[config.mk]
export PLATFORM = sky130hd
export DESIGN_NAME = lcd_nibble_strobe
export DESIGN_NICKNAME = d
export VERILOG_FILES = /design/src/rtl/lcd_pkg.sv /design/src/rtl/lcd_cycle_timer.sv /design/src/rtl/lcd_nibble_strobe.sv
export SDC_FILE = /design/constraint.sdc
export NUM_CORES = 1
export LEC_CHECK = 0
export ABC_AREA = 1
export ABC_CLOCK_PERIOD_IN_PS = 2800
export CAP_MARGIN = 20
export CORE_ASPECT_RATIO = 1.5
export CORE_MARGIN = 4
export CORE_UTILIZATION = 57
export DETAILED_ROUTE_END_ITERATION = 12
export PLACE_DENSITY = 0.85
export SKIP_CTS_REPAIR_TIMING = 1
export SYNTH_ARGS = -nofsm -noshare
export SYNTH_HDL_FRONTEND = slang
export SYNTH_HIERARCHICAL = 1
export SYNTH_SLANG_ARGS = --single-unit
[constraint.sdc]
create_clock -name CLK -period 2.8 [get_ports CLK]
set_input_delay 0.56 -clock CLK [delete_from_list [all_inputs] [get_ports CLK]]
set_output_delay 0.56 -clock CLK [all_outputs]
set_load 0.05 [all_outputs]
[src/rtl/lcd_pkg.sv]
// Shared definitions for the LCD path.
// Holds the clock frequency, derived delay constants used by the
// upstream init/text sequencer, the RS field of the 5-bit command word,
// and the state encoding of the nibble strobe stage.
package lcd_pkg;

  localparam int unsigned FREQ = 50_000_000;

  // Cycle counts for the standard HD44780 execution delays.
  localparam int unsigned T1US   = FREQ / 1_000_000;
  localparam int unsigned T10US  = FREQ / 100_000;
  localparam int unsigned T53US  = (FREQ / 1_000_000) * 53;
  localparam int unsigned T100US = FREQ / 10_000;
  localparam int unsigned T3MS   = (FREQ / 1_000) * 3;
  localparam int unsigned T4_1MS = (FREQ / 10_000) * 41;

  // Command word layout: {RS, D7..D4}.
  localparam int unsigned RS_BIT  = 4;
  localparam logic [4:0]  RS_MASK = 5'b10000;

  typedef enum logic [2:0] {
    IDLE,
    SETUP,
    PULSE,
    HOLD,
    WAIT,
    DONE,
    REARM
  } lcd_state_t;

endpackage

[src/rtl/lcd_cycle_timer.sv]
// Loadable down-counter with a zero flag.
// Ports:
//   clk, rst : clock, asynchronous active-high reset
//   load     : load value on the next rising edge (takes priority)
//   value    : count to load
//   zero     : high while the count is zero
// The count decrements by one per cycle and parks at zero.
module lcd_cycle_timer #(
  parameter int unsigned WIDTH = 21
) (
  input  logic             clk,
  input  logic             rst,
  input  logic             load,
  input  logic [WIDTH-1:0] value,
  output logic             zero
);

  logic [WIDTH-1:0] count;

  always_ff @(posedge clk or posedge rst) begin
    if (rst) begin
      count <= '0;
    end else if (load) begin
      count <= value;
    end else if (count != '0) begin
      count <= count - WIDTH'(1);
    end
  end

  assign zero = (count == '0);

endmodule

[src/rtl/lcd_nibble_strobe.sv]
// Physical-layer stage driving an HD44780-style panel in 4-bit mode.
// Accepts one 5-bit word ({RS, nibble}) per request, presents it on
// LCD_D, strobes LCD_E with fixed setup/pulse/hold timing, waits the
// caller-supplied execution delay and pulses commandDone for one cycle.
// Ports:
//   CLK, RST     : clock, asynchronous active-high reset
//   sendCommand  : level request, held until commandDone is seen
//   command      : {RS, D7..D4}, latched on accept
//   commandDelay : post-strobe wait in cycles, latched on accept
//   commandDone  : one-cycle completion pulse (registered)
//   busy         : high in every state except IDLE
//   LCD_D, LCD_E : panel data and enable (registered)
module lcd_nibble_strobe #(
  parameter int unsigned FREQ      = 50_000_000,
  parameter int unsigned SETUP_CYC = 2,
  parameter int unsigned PULSE_CYC = 12,
  parameter int unsigned HOLD_CYC  = 1,
  parameter int unsigned DELAY_W   = 21
) (
  input  logic               CLK,
  input  logic               RST,
  input  logic               sendCommand,
  input  logic [4:0]         command,
  input  logic [DELAY_W-1:0] commandDelay,
  output logic               commandDone,
  output logic               busy,
  output logic [4:0]         LCD_D,
  output logic               LCD_E
);

  import lcd_pkg::*;

  if (FREQ == 0 || SETUP_CYC < 1 || PULSE_CYC < 1 || HOLD_CYC < 1) begin : g_bad_params
    $error("lcd_nibble_strobe: FREQ and all strobe cycle counts must be nonzero");
  end

  lcd_state_t         state;
  lcd_state_t         state_next;
  logic [DELAY_W-1:0] delay_q;
  logic               accept;
  logic               load;
  logic [DELAY_W-1:0] load_value;
  logic               zero;

  lcd_cycle_timer #(
    .WIDTH(DELAY_W)
  ) u_timer (
    .clk  (CLK),
    .rst  (RST),
    .load (load),
    .value(load_value),
    .zero (zero)
  );

  // Each phase loads the timer with (length - 1) on entry, so the
  // phase lasts exactly 'length' cycles before zero is seen.
  always_comb begin
    state_next = state;
    accept     = 1'b0;
    load       = 1'b0;
    load_value = '0;
    case (state)
      IDLE: begin
        if (sendCommand) begin
          accept     = 1'b1;
          load       = 1'b1;
          load_value = DELAY_W'(SETUP_CYC - 1);
          state_next = SETUP;
        end
      end
      SETUP: begin
        if (zero) begin
          load       = 1'b1;
          load_value = DELAY_W'(PULSE_CYC - 1);
          state_next = PULSE;
        end
      end
      PULSE: begin
        if (zero) begin
          load       = 1'b1;
          load_value = DELAY_W'(HOLD_CYC - 1);
          state_next = HOLD;
        end
      end
      HOLD: begin
        if (zero) begin
          if (delay_q == '0) begin
            state_next = DONE;
          end else begin
            load       = 1'b1;
            load_value = delay_q - DELAY_W'(1);
            state_next = WAIT;
          end
        end
      end
      WAIT: begin
        if (zero) begin
          state_next = DONE;
        end
      end
      DONE: begin
        state_next = REARM;
      end
      REARM: begin
        // Hold off until upstream has dropped its request, so the
        // word just completed is not taken a second time.
        if (!sendCommand) begin
          state_next = IDLE;
        end
      end
      default: begin
        state_next = IDLE;
      end
    endcase
  end

  // LCD_E and commandDone are registered from the next state so they
  // line up exactly with the PULSE and DONE cycles.
  always_ff @(posedge CLK or posedge RST) begin
    if (RST) begin
      state       <= IDLE;
      delay_q     <= '0;
      LCD_D       <= '0;
      LCD_E       <= 1'b0;
      commandDone <= 1'b0;
    end else begin
      state       <= state_next;
      LCD_E       <= (state_next == PULSE);
      commandDone <= (state_next == DONE);
      if (accept) begin
        LCD_D   <= command;
        delay_q <= commandDelay;
      end
    end
  end

  assign busy = (state != IDLE);

endmodule

# --- Word-level counts from Yosys, hierarchy flattened ---
# Index checks and enable logic that the tools add are counted.
op_classes:
  n_addsub: 2
  eq_ne: 8
  n_mux: 21
  reduce_logical: 7
op_table:
  columns: ["operator", "n"]
  rows:
  - ["21-bit 2-to-1 mux", 4]
  - ["21-bit case mux with 3 select lines", 1]
  - ["21-bit logical NOT", 2]
  - ["21-bit by 1-bit subtractor with 21-bit output, second input constant", 2]
  - ["3-bit case mux with 7 select lines", 1]
  - ["21-bit nonzero test", 1]
  - ["3-bit 2-to-1 mux", 6]
  - ["3-bit equality test, second input constant", 4]
  - ["3-bit by 2-bit equality test with 1-bit output, second input constant", 3]
  - ["1-bit 2-to-1 mux", 7]
  - ["4-bit 2-to-1 mux", 1]
  - ["3-bit by 1-bit equality test with 1-bit output, second input constant", 1]
  - ["3-bit logical NOT", 1]
  - ["1-bit case mux with 3 select lines", 1]
  - ["3-bit nonzero test", 1]
  - ["2-bit nonzero test", 1]
  - ["2-bit OR reduction", 1]
totals:
  register_bits: 52
  in_bits: 29
  output_inout_bits: 8
  wordCells: 44

# --- Depth between registers and ports, before layout ---
# Gate-level depths: netlist of run 1.
depth:
  ltp_word: 5
  ltp_mapped: 16
  ltp_nobuf: 15

# --- Hierarchy ---
# Netlist of run 1, hierarchy kept.
by_module_without_submodules:
  columns: ["module", "n_inst", "cells_each", "area_per_inst_um2", "seq_area_each_um2"]
  rows:
  - ["lcd_nibble_strobe", 1, 271, 1919.3, 775.7]
  - ["lcd_cycle_timer", 1, 204, 1386.3, 525.5]

# --- Least setup slack after synthesis of run 1 ---
# OpenSTA, ideal clock, no wires.
synth_timing:
  path_type: "reg-to-reg"
  from: "reg u_timer.count[0]"
  to: "reg u_timer.count[0]"
  setup_time_ns: 0.128
  arrival_time_ns: 1.983
  required_ns: 2.672
  path_slack_ns: 0.689
  path_stages_with_launch: 15
  period_less_slack_ns: 2.111
  path_cell_list: "dfrtp_1 -> inv_1 -> ha_1 -> nand3_1 -> nor2_2 -> nand3_2 -> inv_1 -> inv_1 -> nor2_1 -> nor3_1 -> nand2_1 -> clkbuf_1 -> o21ai_0 -> nand2_1 -> o21ai_0"
synth_via:
  elab_chain_len: 4
  word_cells_on_any_way: 12
  cone_classes: "1 x add/sub; 8 x mux; 3 x reduce/logical"
synth_lines:
  columns: ["element", "line", "rtl"]
  rows:
  - ["start, declared", "lcd_cycle_timer.sv:18", "logic [WIDTH-1:0] count;"]
  - ["start signal, assigned", "lcd_cycle_timer.sv:24", "count <= value;"]
  - ["start signal, assigned", "lcd_cycle_timer.sv:26", "count <= count - WIDTH'(1);"]
  - ["21-bit logical NOT (*)", "lcd_cycle_timer.sv:30", "assign zero = (count == '0);"]
  - ["named net zero", "lcd_nibble_strobe.sv:43", "logic zero;"]
  - ["1-bit 2-to-1 mux (on tied branches)", "lcd_nibble_strobe.sv:86, lcd_nibble_strobe.sv:72, lcd_nibble_strobe.sv:79", null]
  - ["1-bit case mux with 3 select lines (*)", "lcd_nibble_strobe.sv:62", "case (state)"]
  - ["named net load", "lcd_nibble_strobe.sv:41", "logic load;"]
  - ["21-bit 2-to-1 mux / 2-bit nonzero test (equally long branches)", null, null]
# Mark *: on every way through the listed nets, which the timed path passes. The rest lies on a longest branch. The select of a mux whose other input is x is not followed.
# A chain may end at the register's enable or synchronous reset.

# --- Worst setup path in the final report of run 1 ---
layout_timing:
  from: "reg u_timer.count[0]"
  to: "reg u_timer.count[18]"
# The elaborated chain is that of the path after synthesis.

==> summary.md, run 1 <==
| Metric | Value |
|---|---|
| Ant. Diodes | `0` |
| Total track usage | `21.8%` |
| Hpwl dp | `5670 µm` |
| Final critical-path required period | `2.34 ns` |
| Largest cells by area after synthesis | `dfrtp_1 39%, nand2_1 19%, nor2_1 8.2%, o21ai_0 5.1%, inv_1 5.1%` |
| Synth top cells by count | `171 x nand2_1, 72 x nor2_1, 52 x dfrtp_1` |
| Detail Route Antenna Nets | `0` |
| Mean post-synth cell area | `6.96 µm²` |
| Critical Path AT | `2.54 ns` |
| Maxcap violations | `0` |
| Antenna violations before repair | `0` |
| Reg2reg setup slack | `0.46 ns` |
| Nets | `545` |
| Count of cell types in the netlist | `28` |
| Gpl congestion | `0.888` |
| Category of the most critical setup path | `reg -> reg` |
| Psw | `1900 µW` |
| Row count | `33` |
| DR vias/cell | `5.14` |
| Crit path max fanout | `13` |
| CP Launch Type | `flop` |
| Reg power frac | `33.7%` |
| Sequential cell area fraction in the yosys report | `39.4%` |
| Io pins | `37` |
| Max Freq | `426 MHz` |
| Fin Clk Skew | `0.00602 ns` |
| Synthesis-to-layout area growth | `16.2%` |
| WP data required | `2.99 ns` |
| Rel. slew slack | `47.6%` |
| CP Capture Type | `flop` |
| Grt total ovfl | `0` |
| Drt wl/cell | `12.4 µm` |
| Die area | `0.00711 mm²` |
| CTS tree | `done` |
| Final Hold Viols | `0` |
| Peak supply drop | `0.745 mV` |
| Internal | `2080 µW` |
| Later-pin clock latency in the skew report | `0.30 ns` |
| Final WL | `7250 µm` |
| Remaining DRCs | `0` |
| First-pass GRT wire length | `12600 µm` |
| Clock slew seen by the registers of the worst setup and hold paths | `0.09 ns` |
| Pleak | `0.00190 µW` |
| Core ar. | `0.00553 mm²` |
| CTS Root Cell | `clkbuf_8` |
| Final setup fails | `0` |
| Filler Cell Count | `453` |
| Syn Inst Count | `475` |
| CTS sink count | `52` |
| Hold Path Depth | `2` |
| Min-Delay Path Class | `reg -> reg` |
| Top_reg_cell synth | `dfrtp_1` |
| Register-to-Register Path Depth | `15` |
| Gate power share | `52.3%` |
| Hold Path Sink | `LCD_D[4]` |
| Clk buf depth | `2` |
| Dpl cells | `575` |
| Ys async rst share | `100%` |
| Net Sw Frac | `47.7%` |
| Syn Nets | `508` |
| Non-Filler Instances | `583` |
| Final Cycle Share | `83.7%` |
| Outcome | `finished clean` |
| CTS buffer count | `5` |
| CTS HTree Levels | `2` |
| Worst Tran Pin Value | `0.785 ns` |
| RR Endpoint | `u_timer/count[18]` |
| Share of cells above drive strength 1 | `7.60%` |
| Final Slew Violations | `0` |
| Post-synth EDFFs | `0` |
| Vias in the first global route | `2889` |
| Drt pass-1 iters | `4` |
| Yosys top cell by area | `dfrtp_1` |
| Clk pwr share | `14.1%` |
| Most common cell in the netlist | `nand2_1` |
| Final TNS setup | `0 ns` |
| Hold_sp | `LCD_D[4]` |
| Width of the die | `70.2 µm` |
| Starting density of the core | `59.7%` |
| FF-to-FF Start | `u_timer/count[0]` |
| Yosys reg bits | `52` |
| Iter 0 DRT Violations | `151` |
| IO buf count | `36` |
| Height of the die | `101 µm` |
| RSZ-0062 raised after global routing | `false` |
| Largest net degree at the start of global routing | `47` |
| PD cells | `1030 mW/mm²` |
| Share of the synthesized area in the top cell type | `39.4%` |
| Synth Cell Area | `0.00331 mm²` |
| Yosys warns | `6` |
| Vias after detailed routing | `2997` |
## layout by cell type (no fill, tap or decap), drive strengths merged, types with 6 or more instances in the layout
master and n:
o21ai 34, inv 47, nand3 17, nor3 9, nand3b 6, xor2 16
nand2 177, clkbuf 7, clkdlybuf4s50 36, nor2 87, xnor2 6, dfrtp 52
## sequential cells by signal, indices dropped and copies added (netlist names)
register	count
LCD_D	5
LCD_E	1
commandDone	1
delay_q	21
state	3
u_timer/count	21
## logic make-up after synthesis
| group | count (synthesis) | share of synthesized area (%) |
|---|---|---|
| xor+xnor | 22 | 5.83 |
| fa+ha+maj | 4 | 1.51 |
| simple gates | 301 | 39.7 |
| flops | 52 | 39.4 |
| buf+inv | 56 | 7.31 |
| compound gates | 40 | 6.28 |
## worst max-delay path by stage
stage | slack [ns] | cells after the start | startpoint | to
2_1_floorplan | 0.69 | 14 | u_timer/count[0] | u_timer/count[0]
3_3_place_gp | 0.49 | 15 | u_timer/count[0] | u_timer/count[19]
3_5_place_dp | 0.36 | 15 | u_timer/count[0] | u_timer/count[18]
4_1_cts | 0.34 | 15 | u_timer/count[0] | u_timer/count[18]
5_1_grt | 0.14 | 15 | u_timer/count[0] | u_timer/count[10]
6_report | 0.46 | 15 | u_timer/count[0] | u_timer/count[18]
## through the flow
stage	hold WS [ns]	utilization [%]	total power, µW	setup slack (ns)	area, µm²
2_1_floorplan	0.505	-	2900	0.689	3310
3_3_place_gp	0.454	67.1	3330	0.492	3710
3_5_place_dp	0.459	67.1	3400	0.362	3710
4_1_cts	0.482	69.4	3970	0.345	3840
5_1_grt	0.507	69.4	4310	0.140	3840
6_report	0.483	69.4	3970	0.455	3840
## metal layers
layer / vias up / GRT usage, % / part of all wire, %
met1: 1360 / 25.2 / 41
met4: 0 / 8.41 / 3.6
met5: - / 0 / 0
met2: 75 / 40.7 / 52
li1: 1542 / - / -
met3: 20 / 2.88 / 3.0
## critical path: stages, from the launching register on
cell     delay (ns)
dfrtp_1        0.38
inv_1          0.13
ha_1           0.19
nand3_1        0.09
nor2_2         0.11
nand3_2        0.10
inv_1          0.20
inv_1          0.10
nor2_1         0.20
nor3_1         0.09
nand2_2        0.18
inv_1          0.12
nand2_4        0.12
inv_2          0.10
nand2_1        0.09
nand2_1        0.05
## layout make-up
cell class / count / area (µm²) / area share, %
Sequential cell: 52 / 1300 / 33.9
Clock buffer: 7 / 96.3 / 2.51
Inverter: 47 / 176 / 4.59
Tap cell: 70 / 87.6 / 2.28
Timing Repair Buffer: 39 / 383 / 9.96
Clock inverter: 1 / 30.0 / 0.782
Multi-Input combinational cell: 367 / 1770 / 46.0
## power by group through the flow
stage          clock [µW]  combinational [µW]  sequential [µW]
6_report              558                2080             1340
5_1_grt               599                2330             1380
4_1_cts               565                2070             1330
3_5_place_dp            0                2050             1350
3_3_place_gp            0                2000             1340
2_1_floorplan           0                1480             1430
(Power assumes the default switching activity.)
==> run 2: changes to the inputs <==
--- a/config.mk
+++ b/config.mk
@@ -6,7 +6,7 @@
 export NUM_CORES = 1
 export LEC_CHECK = 0
 export ABC_AREA = 1
-export ABC_CLOCK_PERIOD_IN_PS = 2800
+export ABC_CLOCK_PERIOD_IN_PS = 2200
 export CAP_MARGIN = 20
 export CORE_ASPECT_RATIO = 1.5
 export CORE_MARGIN = 4
==> constraint.sdc (replaced) <==
create_clock -name CLK -period 2.2 [get_ports CLK]
set_input_delay 0.44 -clock CLK [delete_from_list [all_inputs] [get_ports CLK]]
set_output_delay 0.44 -clock CLK [all_outputs]
set_load 0.05 [all_outputs]
==> run 2 against run 1 <==
Net effect:
- combinational power rose by 28%
- clock power rose by 3%
- sequential cell count did not move
- sequential power rose by 28%
- die area did not move
- global-route usage rose by 0.089 points
- power rose by 25%
- maximum frequency rose by 14%
- final area rose by 1.3%
- highest routed layer unchanged
==> summary.md, run 2 (synthesis gave the netlist of run 1 again) <==
| Metric | Value |
|---|---|
| Hold Path Depth | `2 (unchanged)` |
| Detail Route Antenna Nets | `0 (unchanged)` |
| Fin util | `70.4% (+0.93 points)` |
| Clk buf depth | `2 (unchanged)` |
| Starting density of the core | `59.7% (unchanged)` |
| Final setup fails | `0 (unchanged)` |
| Post-route setup slack | `0.147 ns (-0.308 ns)` |
| Remaining DRCs | `0 (unchanged)` |
| Maxcap violations | `0 (unchanged)` |
| Place WS | `0.140 ns (-0.222 ns)` |
| Share of cells above drive strength 1 | `10.1% (+2.5 points)` |
| CTS tree | `done` |
| Min-Delay Path Class | `reg -> reg` |
| Filler Cell Count | `457 (+0.88%)` |
| Category of the most critical setup path | `reg -> reg` |
| Cell family with most CP delay | `simple AND/OR/NAND/NOR gates` |
| Final Hold Viols | `0 (unchanged)` |
| Critical Path Stages | `13 (-2)` |
| Final Slew Violations | `0 (unchanged)` |
| Storage cell area | `0.00130 mm² (unchanged)` |
| Grt total ovfl | `0 (unchanged)` |
| Rel. slew slack | `64.4% (+17 points)` |
| Core ar. | `0.00553 mm² (unchanged)` |
| Commonest non-fill, non-tap cell in the layout | `nand2_1` |
| Outcome | `finished clean` |
| Antenna violations before repair | `0 (unchanged)` |
| Worst Tran Pin Value | `0.529 ns (-0.256 ns)` |
| Height of the die | `101 µm (unchanged)` |
| Final TNS setup | `0 ns (unchanged)` |
| Final WL | `7550 µm (+4.1%)` |
| Peak supply drop | `0.889 mV (+19%)` |
| Crit path cell chain | `inv_2 -> ha_1 -> nand3_1 -> nor2_2 -> nand3_2 -> inv_1 -> inv_1 -> nor2_2 -> nor3_2 -> nand2_2 -> inv_2 -> nand4_1 -> a21boi_1` |
| Vias in the first global route | `2914 (+0.87%)` |
| Total track usage | `21.9% (+0.089 points)` |
| Width of the die | `70.2 µm (unchanged)` |
| Final critical-path required period | `2.05 ns (-0.292 ns)` |
| Register-to-Register Path Depth | `13 (-2)` |
| Later-pin clock latency in the skew report | `0.30 ns (about the same)` |
| Die area | `0.00711 mm² (unchanged)` |
| Regs by FF count | `delay_q: 21 flops, u_timer/count: 21 flops, LCD_D: 5 flops` |
| Iter 0 DRT Violations | `222 (+47%)` |
| Highest-delay cell along the critical path | `dfrtp_1` |
| Most frequent cells in the layout | `170 x nand2_1, 68 x nor2_1, 52 x dfrtp_1, 41 x inv_1, 35 x clkdlybuf4s50_1` |
| Gpl congestion | `0.952 (+7.3%)` |
| Ant. Diodes | `0 (unchanged)` |
| Max Freq | `487 MHz (+14%)` |
| CTS Root Cell | `clkbuf_8` |
| First-pass GRT wire length | `12600 µm (+0.17%)` |
| WP buf/inv | `4 (-1)` |
| Crit path max fanout | `5 (-8)` |
| Nets | `550 (+0.92%)` |
| DR vias/cell | `5.23 (+1.7%)` |
| WP data required | `2.42 ns (-0.57 ns)` |
| Drt pass-1 iters | `6 (+2)` |
| Row count | `33 (unchanged)` |
| CTS buffer count | `5 (unchanged)` |
| CTS sink count | `52 (unchanged)` |
| Io pins | `37 (unchanged)` |
| PD cells | `1280 mW/mm² (+23%)` |
| Dpl cells | `579 (+0.70%)` |
| Pleak | `0.00191 µW (+0.68%)` |
| Largest net degree at the start of global routing | `32 (-32%)` |
| CP Launch Type | `flop` |
| Crit path largest cell delay | `0.40 ns (+0.02 ns)` |
| Synthesis-to-layout area growth | `17.8%` |
| Fin Clk Skew | `0.00527 ns (-0.000751 ns)` |
| Clock slew seen by the registers of the worst setup and hold paths | `0.09 ns (about the same)` |
| CP Capture Type | `flop` |
| Multi-input logic area | `0.00179 mm² (+0.99%)` |
| Critical Path AT | `2.27 ns (-0.27 ns)` |
| IO buf count | `36 (unchanged)` |
| Drt wl/cell | `12.9 µm (+3.3%)` |
| Final Cycle Share | `93.3% (+9.6 points)` |
| Vias after detailed routing | `3068 (+2.4%)` |
| CTS HTree Levels | `2 (unchanged)` |
| Hpwl dp | `5750 µm (+1.5%)` |
| Non-Filler Instances | `587 (+0.69%)` |
-- run 2: final timing paths --
| check | start | endpoint | slack, ns |
|---|---|---|---|
| min in group asynchronous | RST | u_timer/count[2] | 0.49 |
| min reg2reg | LCD_D[0] | LCD_D[0] | 0.48 |
| max | u_timer/count[0] | u_timer/count[4] | 0.15 |
| max reg2reg | u_timer/count[0] | u_timer/count[4] | 0.15 |
| max in group asynchronous | RST | delay_q[20] | 1.38 |
| min | LCD_D[0] | LCD_D[0] | 0.48 |
-- run 2: worst min-delay path: stages (launching register included) --
cell and delay (ns):
dfrtp_1 0.35, nand2_1 0.05, nand2_1 0.05
-- run 2: where the power goes --
part           total [µW]  internal, µW  switching, µW
Clock                 575           281            295
Sequential           1720          1350            368
Combinational        2670           922           1750
-- run 2: routing by layer --
metal / vias up / track usage, % / share of wire (%)
met5: - / 0 / 0
met4: 0 / 8.85 / 2.3
met3: 23 / 3.57 / 4.1
met2: 97 / 40.9 / 54
met1: 1397 / 24.7 / 40
li1: 1551 / - / -
-- run 2: area by class of cell --
| cell class | instances | share of cell area [%] |
|---|---|---|
| multi-input cells | 367 | 45.9 |
| flip-flops and latches | 52 | 33.4 |
| repair buffers | 44 | 11.4 |
| inverters | 47 | 4.63 |
| clock buffers | 7 | 2.47 |
| well taps | 70 | 2.25 |
-- run 2: stage by stage --
stage	hold WS [ns]	instance area, µm²	total power [µW]
4_1_cts	0.479	3840	4930
3_3_place_gp	0.455	3740	4240
6_report	0.479	3890	4960
5_1_grt	0.503	3890	5400
3_5_place_dp	0.457	3740	4330
2_1_floorplan	0.417	3310	3700
==> run 3: changes to the inputs <==
--- a/config.mk
+++ b/config.mk
@@ -13,7 +13,6 @@
 export CORE_UTILIZATION = 57
 export DETAILED_ROUTE_END_ITERATION = 12
 export PLACE_DENSITY = 0.85
-export SKIP_CTS_REPAIR_TIMING = 1
 export SYNTH_ARGS = -nofsm -noshare
 export SYNTH_HDL_FRONTEND = slang
 export SYNTH_HIERARCHICAL = 1
==> results of run 3 <==
Same layout as run 2: the final DEF is identical, and so are final timing and power.
